===== config.mk =====
export PLATFORM = sky130hd
export DESIGN_NAME = pcie_lane_striper
export DESIGN_NICKNAME = d
export VERILOG_FILES = /design/src/rtl/pcie_lane_striper.sv
export SDC_FILE = /design/constraint.sdc
export NUM_CORES = 1
export LEC_CHECK = 0
export ABC_CLOCK_PERIOD_IN_PS = 3100
export CAP_MARGIN = 5
export CORE_UTILIZATION = 29
export CTS_BUF_LIST = sky130_fd_sc_hd__clkbuf_16
export DETAILED_ROUTE_END_ITERATION = 16
export PLACE_DENSITY_LB_ADDON = 0.2
export SYNTH_ARGS = -nofsm -noshare
export SYNTH_HDL_FRONTEND = slang
export SYNTH_SLANG_ARGS = --single-unit

===== constraint.sdc =====
create_clock -name CLK -period 3.1 [get_ports CLK]
set_input_delay 0.93 -clock CLK [delete_from_list [all_inputs] [get_ports CLK]]
set_output_delay 0.93 -clock CLK [all_outputs]
set_load 0.01 [all_outputs]

===== src/rtl/pcie_lane_striper.sv =====
`default_nettype none
// +----------------------------------------------------------------------------+
// | Module   : pcie_lane_striper                                               |
// | Purpose  : Gathers a serial byte stream round-robin into LANES lane slots  |
// |            and launches lane-aligned frames. Partial frames are padded.     |
// |            Optional per-lane parity is enabled by STRIPER_PARITY_EN.        |
// | Revision : 1.0 - initial release                                           |
// +----------------------------------------------------------------------------+
module pcie_lane_striper #(
  parameter int         LANES       = 4,
  parameter logic [7:0] PAD_SYMBOL  = 8'hF7,
  parameter logic [7:0] IDLE_SYMBOL = 8'h00,
  parameter int         CNT_W       = 16
) (
  input  logic                 CLK,
  input  logic                 reset,
  input  logic [7:0]           data_in,
  input  logic                 valid_in,
  input  logic                 eop_in,
  output logic [8*LANES-1:0]   lane_data,
  output logic                 lane_valid,
  output logic [LANES-1:0]     lane_pad_mask,
  output logic [CNT_W-1:0]     frame_count,
  output logic [LANES-1:0]     lane_parity
);

  localparam int                  c_PTR_W     = (LANES > 1) ? $clog2(LANES) : 1;
  localparam logic [c_PTR_W-1:0]  c_PTR_LAST  = c_PTR_W'(LANES - 1);
  localparam logic [8*LANES-1:0]  c_IDLE_WORD = {LANES{IDLE_SYMBOL}};

  logic [c_PTR_W-1:0]  r_ptr;
  logic [7:0]          r_stage [LANES];
  logic [8*LANES-1:0]  r_lane_data;
  logic                r_lane_valid;
  logic [LANES-1:0]    r_pad_mask;
  logic [CNT_W-1:0]    r_count;

  logic                w_launch;
  logic [8*LANES-1:0]  w_frame;
  logic [LANES-1:0]    w_pad;

  // Lanes below ptr come from staging, lane ptr from the live byte if valid,
  // and everything above is padding; only meaningful when w_launch is set.
  always_comb begin
    w_launch = 1'b0;
    if (valid_in) begin
      w_launch = eop_in || (r_ptr == c_PTR_LAST);
    end else if (eop_in) begin
      w_launch = (r_ptr != '0);
    end

    w_frame = c_IDLE_WORD;
    w_pad   = '0;
    for (int k = 0; k < LANES; k++) begin
      if (k < int'(r_ptr)) begin
        w_frame[8*k +: 8] = r_stage[k];
      end else if (valid_in && (k == int'(r_ptr))) begin
        w_frame[8*k +: 8] = data_in;
      end else begin
        w_frame[8*k +: 8] = PAD_SYMBOL;
        w_pad[k]          = 1'b1;
      end
    end
  end

  always_ff @(posedge CLK or negedge reset) begin
    if (!reset) begin
      r_ptr <= '0;
      for (int k = 0; k < LANES; k++) begin
        r_stage[k] <= '0;
      end
    end else begin
      if (valid_in) begin
        r_stage[r_ptr] <= data_in;
      end
      if (w_launch) begin
        r_ptr <= '0;
      end else if (valid_in) begin
        r_ptr <= r_ptr + c_PTR_W'(1);
      end
    end
  end

  always_ff @(posedge CLK or negedge reset) begin
    if (!reset) begin
      r_lane_data  <= c_IDLE_WORD;
      r_lane_valid <= 1'b0;
      r_pad_mask   <= '0;
      r_count      <= '0;
    end else begin
      r_lane_valid <= w_launch;
      r_lane_data  <= w_launch ? w_frame : c_IDLE_WORD;
      r_pad_mask   <= w_launch ? w_pad : '0;
      if (w_launch) begin
        r_count <= r_count + CNT_W'(1);
      end
    end
  end

  assign lane_data     = r_lane_data;
  assign lane_valid    = r_lane_valid;
  assign lane_pad_mask = r_pad_mask;
  assign frame_count   = r_count;

`ifdef STRIPER_PARITY_EN
  localparam logic [LANES-1:0] c_IDLE_PAR = {LANES{^IDLE_SYMBOL}};

  logic [LANES-1:0] w_par;
  logic [LANES-1:0] r_parity;

  always_comb begin
    w_par = '0;
    for (int k = 0; k < LANES; k++) begin
      w_par[k] = ^w_frame[8*k +: 8];
    end
  end

  always_ff @(posedge CLK or negedge reset) begin
    if (!reset) begin
      r_parity <= c_IDLE_PAR;
    end else begin
      r_parity <= w_launch ? w_par : c_IDLE_PAR;
    end
  end

  assign lane_parity = r_parity;
`else
  assign lane_parity = '0;
`endif

endmodule
`default_nettype wire

Yosys cells after proc, flatten, opt, wreduce, memory -nomap -nowiden
Cells that the tools add are included.
W data, S select, Z words.

word-level totals
  register bits = 87
  bits in latches = 0
  memory bits (writable) = 0
  ROM bits = 0
  input bits = 12
  output and inout bits = 57
  word-level logic and storage cells = 53
  memories = 0

operators by class
  add/sub/neg operators = 2
  multipliers = 0
  divide/modulo/power cells = 0
  magnitude comparators = 5
  eq/ne operators = 4
  shifts and indexed selects = 0
  muxes and demuxes = 23
  bitwise logic cells = 1
  reductions and logical operators = 9

operator list
  kind                     count
  $mux W8                  8
  $bwmux W32               1
  $mux W32                 1
  $add A16 B1 Y16 const B  1
  $demux W8 S2             1
  $mux W1                  9
  $logic_and A1 B1 Y1      5
  $eq A2 B2 Y1 const A     2
  $lt A1 B2 Y1 const A     2
  $mux W2                  2
  $mux W4                  1
  $reduce_bool A2 Y1       2
  $ge A3 B3 Y1 const B     1
  $lt A3 B1 Y1 const B     1
  $not A2 Y3               1
  $add A2 B1 Y2 const B    1
  $eq A1 B2 Y1 const A     1
  $eq A2 B2 Y1 const B     1
  $logic_not A2 Y1         1
  $lt A2 B2 Y1 const A     1
  $logic_or A1 B1 Y1       1

Depth between registers and ports, before layout
Gate-level depths: netlist (run 1).

  depth after elaboration = 6
  mapped depth = 10
  gate-level depth less buffers = 7

Least setup slack after synthesis (run 1)
OpenSTA, ideal clock, no wires.

  path kind = flip-flop to flip-flop
  from = register r_ptr[1]
  to = register r_count[11], in the netlist frame_count[11]
  library setup time = 0.127 ns
  data arrival time = 2.372 ns
  required time = 2.973 ns
  setup slack = 0.601 ns
  cell stages (with the launch flop) = 10
  path buffers = 3
  period minus slack after synthesis = 2.499 ns
  path through = dfrtp_1 -> clkbuf_1 -> inv_1 -> clkbuf_1 -> ha_1 -> nor2b_1 -> or2_2 -> buf_2 -> or4_1 -> xnor2_1

on the way
  longest elaborated chain between the ends = 3
  elaborated cells between the ends (all ways) = 5
  classes of those cells = eq/ne (1); mux (2); reduce/logical (2)

RTL lines
  element                                             line    text
  start, declared                                     31      logic [c_PTR_W-1:0] r_ptr;
  start signal, assigned                              79      r_ptr <= r_ptr + c_PTR_W'(1);
  $reduce_bool A2 Y1 or $eq A2 B2 Y1 (tied branches)  49, 47
  $mux W1 or $logic_or A1 B1 Y1 (tied branches)       48, 47
  $mux W1 (*)                                         46      if (valid_in) begin
  end signal, assigned                                95      r_count <= r_count + CNT_W'(1);
  end, declared                                       36      logic [CNT_W-1:0] r_count;

Mark *: on every way between the ends. The rest lies on a longest branch, timed or not.
A chain may end at the register's enable or synchronous reset.

Final worst setup path (run 1)
  from = input valid_in
  to = register r_count[14], in the netlist frame_count[14]

on the way
  longest elaborated chain between the ends = 1

RTL lines
  element          line  text
  start, declared  18    input logic valid_in,
  $mux W1          46

Every way passes these cells.

==> results by group, run 1 <==
Clocking
  • H-tree Lvls: 3
  • Post CTS Setup Buffer Count: 0
  • CTS root buf: clkbuf_16
  • Post-CTS Hold Buffers: 0
  • Clock-pin slew on the worst setup and hold paths: 0.05 ns
  • Clk buf depth: 2
  • Total clock sinks: 79
  • Worst skew pair latency: 0.33 ns
  • Post-CTS Resized: 0
  • CTS tree: built
  • Number of CTS-inserted buffers: 9

Timing
  • RSZ-0062 raised after global routing: false
  • Worst Skew: 0.00441 ns
  • Max Slew Vio Count: 0
  • Final-report hold violation count: 0
  • Headroom to the max-slew limit: 53.9%
  • Final worst path period share: 78.6%
  • Top achievable clock speed: 0.410 GHz
  • Count of final setup violators: 0
  • Final worst slack: 0.664 ns
  • Min Clock Period, post-route: 2.44 ns
  • Setup TNS: 0 ns
  • Worst-Margin Slew: 0.685 ns

Worst setup path
  • Crit-path max FO: 5
  • Cells along the critical path: clkdlybuf4s50_1 > a21oi_1 > or4b_1 > nor4_1 > xor2_1
  • Critical path's largest stage delay: 0.61 ns
  • Delay-heaviest family, CP: simple AND/OR/NAND/NOR gates
  • Worst path arrival time: 2.69 ns
  • Worst path buffer plus inverter count: 1
  • CP endpoint kind: register
  • Worst path slowest cell: or4b_1
  • Crit path kind: in -> reg
  • WP data required: 3.35 ns
  • Startpoint types: primary input

Power
  • Logic gate share of total power: 34.9%
  • Internal Power: 2.65 mW
  • Switch Pwr: 1.18 mW
  • Sequential share of power: 41.9%
  • Pwr per Cell Area: 908 nW/um2
  • Switching Share: 30.8%
  • Pleak: 1.85 nW
  • Clock share of power: 23.2%
  • Max VDD drop: 0.432 mV

Placement
  • HPWL Detailed: 4740 um
  • Global placer's final weighted congestion: 0.762
  • DP Worst Slack: 0.345 ns
  • IO Port Bufs: 64

Die
  • Die height: 107 um
  • Cell Rows: 37
  • I/O Pins: 69
  • Die area: 11,400 um2
  • Core area: 10,500 um2
  • Die width: 107 um
  • Initial Util: 30.3%

Logic synthesis
  • Synth Cell Area: 3190 um2
  • Sequential area share after synthesis: 62.0%
  • Synth Flop Type: dfrtp_1
  • Commonest cells post-synth: dfrtp_1 (79), nor2_1 (29), mux2_2 (23)
  • Post-synth top area share: 62.0%
  • Count of cell types in the netlist: 29
  • Largest cells by area after synthesis: dfrtp_1 (62%), mux2_2 (8.1%), nor2_1 (3.4%)
  • Synth area leader: dfrtp_1
  • Cell with the most instances after synthesis: dfrtp_1
  • YS warnings: 0
  • Seq cells post-synth: 79
  • Gate Count Post-Synth: 274
  • Syn_area_per_cell: 11.6 um2
  • Number of flops mapped to enable cells by yosys: 0
  • Async SR Flop Fraction: 100%

Job
  • Max-cap violations: 0

Global routing
  • Number of global-route vias before repair: 2,135
  • Largest net degree at the start of global routing: 47
  • First-pass GRT wire length: 10,900 um
  • Gr ovfl total: 0
  • Aggregate global-route resource usage: 12.6%
  • Initial antenna violation count: 0

Layout
  • Multi-input logic area: 1120 um2
  • FF/Latch Area: 1980 um2
  • Share of layout cells above drive strength 1: 12.5%
  • Filler cells: 1,042
  • Syn-to-layout area delta: 32.5%
  • Ant diodes: 0
  • Final net count: 360

Min path
  • Hold WC Path Type: reg -> reg

Route
  • TritonRoute pass-1 iters: 4
  • Routed vias/inst: 4.66
  • WL/cell: 14.0 um
  • DR iter-0 viols: 61
  • Via Count: 2,243
  • Drt drc: 0
  • Post-DRT Antenna Nets: 0
  • Drt total wl: 6750 um

Outcome
  • Outcome: finished clean
[worst paths after layout]
check                                            startpoint                           to  slack (ns)  cells after the start
worst max-delay path                               valid_in  frame_count[14]$_DFFE_PN0P_        0.66                      5
worst min-delay path            frame_count[15]$_DFFE_PN0P_  frame_count[15]$_DFFE_PN0P_        0.49                      1
worst max register to register         r_ptr[1]$_DFFE_PN0P_  frame_count[14]$_DFFE_PN0P_        0.82                      7
worst min register to register  frame_count[15]$_DFFE_PN0P_  frame_count[15]$_DFFE_PN0P_        0.49                      1
max in group asynchronous                             reset      lane_data[13]$_DFF_PN0_        1.81                      2
min in group asynchronous                             reset   frame_count[7]$_DFFE_PN0P_        0.60                      1
[per-layer routing]
metal,wire (um),GRT usage [%]
met5,0,0
met1,3110,16.0
met3,286,2.74
met4,146,6.75
met2,3210,20.0
[cell families after synthesis]
family	after synthesis	synth area share [%]
other	1	0.118
DFF	79	62.0
xor gates and xnor gates	16	4.40
adders and majority gates	6	2.36
buffers and inverters	23	3.26
muxes	23	8.13
AOI/OAI and AO/OA	28	4.79
and+or+nand+nor	98	14.9
[stage by stage]
stage	cell area, um2	power (mW)	hold WS [ns]	instances	util, %
3_3_place_gp	3980	2.96	0.460	467	37.8
3_5_place_dp	3980	2.98	0.480	467	37.8
5_1_grt	4220	4.08	0.504	481	40.2
4_1_cts	4220	3.90	0.487	481	40.2
6_report	4220	3.83	0.486	481	40.2
2_1_floorplan	3200	2.33	0.448	278	-
[cells in the final DEF (no fill, tap or decap), types with 2 or more instances in the layout]
| cell type | instances |
|---|---|
| dfrtp_1 | 79 |
| clkdlybuf4s50_1 | 63 |
| nor2_1 | 29 |
| mux2_2 | 23 |
| nand2_1 | 20 |
| nor3_1 | 15 |
| xnor2_1 | 12 |
| a21oi_1 | 11 |
| clkbuf_16 | 9 |
| inv_1 | 8 |
| nor2b_1 | 8 |
| o21ai_0 | 8 |
| o22ai_1 | 8 |
| nand4_1 | 8 |
| buf_4 | 8 |
| ha_1 | 6 |
| conb_1 | 5 |
| nand3_1 | 4 |
| xor2_1 | 4 |
| and3_1 | 3 |
| nor4_1 | 3 |
| nor3b_1 | 2 |
| nand2b_1 | 2 |
| clkinv_2 | 2 |
[sequential cells by signal, summed over array words and instances (netlist names)]
name / flops
frame_count: 16
lane_data: 32
lane_pad_mask: 4
lane_valid: 1
r_ptr: 2
r_stage: 24
[power groups by stage]
stage	Sequential, mW	Clock, mW	Combinational [mW]
2_1_floorplan	1.69	0	0.640
3_3_place_gp	1.62	0	1.34
3_5_place_dp	1.62	0	1.36
4_1_cts	1.61	0.924	1.37
5_1_grt	1.65	0.964	1.47
6_report	1.61	0.891	1.34
[layout make-up]
cell class / count / area share, %
flip-flops and latches: 79 / 46.8
clock buffers: 9 / 5.33
well taps: 136 / 4.03
clock inverters: 5 / 0.504
repair buffers: 71 / 16.4
inverters: 5 / 0.444
multi-input cells: 176 / 26.5
[worst reg2reg max path: cells and delay by family, from the launching register on]
family	cells	cell delay, ns
adder cells (fa/ha/maj)	1	0.24
AND/OR/NAND/NOR	3	1.11
buffers and inverters	2	0.34
XOR/XNOR	1	0.17
flip-flops	1	0.34
Note: power is estimated with default switching activity, not from simulation.
==> run 2, diff against run 1 <==
--- a/config.mk
+++ b/config.mk
@@ -5,7 +5,7 @@
 export SDC_FILE = /design/constraint.sdc
 export NUM_CORES = 1
 export LEC_CHECK = 0
-export ABC_CLOCK_PERIOD_IN_PS = 3100
+export ABC_CLOCK_PERIOD_IN_PS = 2090
 export CAP_MARGIN = 5
 export CORE_UTILIZATION = 29
 export CTS_BUF_LIST = sky130_fd_sc_hd__clkbuf_16
==> constraint.sdc (replaced) <==
create_clock -name CLK -period 2.09 [get_ports CLK]
set_input_delay 0.627 -clock CLK [delete_from_list [all_inputs] [get_ports CLK]]
set_output_delay 0.627 -clock CLK [all_outputs]
set_load 0.01 [all_outputs]
==> run 2 against run 1 <==
Net effect: count of clock-buffer cells in the layout is the same; flip-flop and latch count is the same; first-iteration DRC count up 1.6%; hold slack got worse by 0.26 ns; core utilization increased by 2.4 points; largest cell class unchanged; highest routed layer unchanged; largest power group unchanged; routed wire length increased by 0.92%; clock skew down 0.0012 ns; global-route usage grew 0.24 points; worst setup slack got worse by 0.56 ns; cell count grew 2.1%; via count is 0.36% higher.
==> results by group, run 2 (synthesis gave the netlist of run 1 again) <==
Outcome
  • Outcome: finished clean

Worst setup path
  • CP endpoint kind: output port
  • WP data required: 1.46 ns (-1.89 ns)
  • Worst reg-to-reg setup slack: 0.21 ns (-0.61 ns)
  • Worst path arrival time: 1.35 ns (-1.34 ns)
  • R2r startpoint: r_ptr[0]$_DFFE_PN0P_
  • Critical path's largest stage delay: 0.59 ns (-0.02 ns)
  • Worst path buffer plus inverter count: 1 (unchanged)
  • Cells along the critical path: clkdlybuf4s50_1
  • Crit-path max FO: 6 (+1)
  • Crit path kind: reg -> out
  • Startpoint types: register
  • R2R depth: 6 (-1)
  • Delay-heaviest family, CP: buffers and inverters
  • Worst r2r dst: frame_count[12]$_DFFE_PN0P_
  • Worst path slowest cell: clkdlybuf4s50_1
  • Critical path depth: 1 (-4)

Timing
  • Final worst slack: 0.108 ns (-0.555 ns)
  • RSZ-0062 raised after global routing: false
  • Count of final setup violators: 0 (unchanged)
  • Max Slew Vio Count: 0 (unchanged)
  • Min Clock Period, post-route: 1.98 ns
  • Final hold slack: 0.225 ns (-0.261 ns)
  • Final worst path period share: 94.8%
  • Final-report hold violation count: 0 (unchanged)
  • Top achievable clock speed: 0.505 GHz
  • Worst Skew: 0.00318 ns (-0.00123 ns)

Clocking
  • CTS tree: built
  • Worst skew pair latency: 0.32 ns (about the same)
  • Total clock sinks: 79 (unchanged)
  • H-tree Lvls: 3 (unchanged)
  • Post CTS Setup Buffer Count: 0 (unchanged)
  • Clock-pin slew on the worst setup and hold paths: 0.06 ns (about the same)
  • Clk buf depth: 2 (unchanged)
  • Number of CTS-inserted buffers: 9 (unchanged)
  • CTS root buf: clkbuf_16

Layout
  • Syn-to-layout area delta: 40.5%
  • Multi-input logic area: 1170 um2 (+4.6%)
  • FF/Latch Area: 1980 um2 (about the same)
  • Non-filler cells, final: 491 (+2.1%)
  • Final net count: 369 (+2.5%)
  • Filler cells: 1,035 (-0.67%)
  • Ant diodes: 0 (unchanged)
  • Commonest non-fill, non-tap cell in the layout: dfrtp_1
  • Max FFs per register: 32 (unchanged)
  • Most frequent cells in the layout: dfrtp_1 (78), clkdlybuf4s50_1 (62), nor2_1 (29), mux2_2 (23), nand2_1 (20)
  • Share of layout cells above drive strength 1: 17.2% (+4.7 points)

Route
  • WL/cell: 13.9 um (-1.1%)
  • Drt total wl: 6820 um (+0.92%)
  • Post-DRT Antenna Nets: 0 (unchanged)
  • Drt drc: 0 (unchanged)
  • Routed vias/inst: 4.58 (-1.7%)
  • TritonRoute pass-1 iters: 4 (unchanged)
  • DR iter-0 viols: 62 (+1.6%)
  • Via Count: 2,251 (+0.36%)

Min path
  • Hold WC Path Type: in -> async

Global routing
  • Initial antenna violation count: 0 (unchanged)
  • First-pass GRT wire length: 11,300 um (+4.0%)
  • Largest net degree at the start of global routing: 52 (+11%)
  • Aggregate global-route resource usage: 12.9% (+0.24 points)
  • Number of global-route vias before repair: 2,272 (+6.4%)
  • Gr ovfl total: 0 (unchanged)

Die
  • Die height: 107 um (unchanged)
  • Initial Util: 30.3% (unchanged)
  • Die width: 107 um (unchanged)
  • I/O Pins: 69 (unchanged)
  • Die area: 11,400 um2 (unchanged)
  • Core area: 10,500 um2 (unchanged)
  • Cell Rows: 37 (unchanged)

Placement
  • Placed Cells: 476 (+1.9%)
  • DP Worst Slack: -0.356 ns (-0.702 ns)
  • IO Port Bufs: 64 (unchanged)
  • HPWL Detailed: 4690 um (-1.0%)
  • Global placer's final weighted congestion: 0.743 (-2.5%)

Power
  • Max VDD drop: 0.554 mV (+28%)
  • Overall power: 6.25 mW (+63%)
  • Pleak: 1.95 nW (+5.8%)
  • Pwr per Cell Area: 1400 nW/um2 (+54%)

Job
  • Max-cap violations: 0 (unchanged)
run 2: changes by cell type in the layout (fill, tap and decap cells not counted), moves of 2 or more:
| cell | before | now |
|---|---|---|
| bufinv_16 | 0 | 3 |
| inv_1 | 8 | 5 |
| clkinv_1 | 0 | 2 |
| clkinv_2 | 2 | 0 |
| buf_12 | 0 | 4 |
| buf_4 | 8 | 13 |
| nor4_1 | 3 | 1 |
run 2: final cells by class:
| cell class | count | area share [%] |
|---|---|---|
| tap | 136 | 3.80 |
| clock inverter | 6 | 2.26 |
| inverter | 5 | 0.419 |
| multi-input combinational | 176 | 26.2 |
| timing repair buffer | 80 | 18.1 |
| sequential | 79 | 44.2 |
| clock buffer | 9 | 5.03 |
run 2: timing repair:
item	4_1_cts	5_1_grt
gates cloned	0	0
endpoints found under the setup margin	4	7
hold buffers	0	0
resized for setup	1	2
run 2: worst register-to-register path: cells and delay by family, from the launching register on:
family        cells  cell delay, ns
buf+inv           1            0.12
fa+ha+maj         1            0.18
xor+xnor          1            0.16
simple gates      3            0.92
flops             1            0.43
run 2: power by group:
| part | internal [mW] | leakage, nW | switching, mW |
|---|---|---|---|
| clock network | 1.15 | 0.162 | 0.578 |
| logic | 1.20 | 0.809 | 0.933 |
| registers | 2.09 | 0.983 | 0.308 |
| total | 4.43 | 1.95 | 1.82 |
run 2: worst max-delay path by stage:
| stage | startpoint | slack [ns] | to |
|---|---|---|---|
| floorplan | r_ptr[1]$_DFFE_PN0P_ | 0.009 | frame_count[12]$_DFFE_PN0P_ |
| global placement | valid_in | -0.35 | frame_count[8]$_DFFE_PN0P_ |
| detailed placement | valid_in | -0.36 | frame_count[8]$_DFFE_PN0P_ |
| CTS | valid_in | 0.02 | frame_count[11]$_DFFE_PN0P_ |
| global route | frame_count[7]$_DFFE_PN0P_ | 0.03 | frame_count[7] |
| finish | frame_count[0]$_DFFE_PN0P_ | 0.11 | frame_count[0] |
run 2: metrics by stage:
step           area, um2  TNS (ns)  util [%]
3_3_place_gp        4140     -7.64      39.4
4_1_cts             4470         0      42.6
2_1_floorplan       3280         0         -
3_5_place_dp        4140     -7.92      39.4
6_report            4480         0      42.6
5_1_grt             4480         0      42.6
run 2: routing by layer:
metal	vias up	wire length (um)	global-route usage, %	share of wire, %
met5	-	0	0	0
met4	0	91	5.68	1.3
met3	10	250	2.25	3.7
met2	47	3350	21.2	49
met1	1115	3130	16.5	46
li1	1079	-	-	-
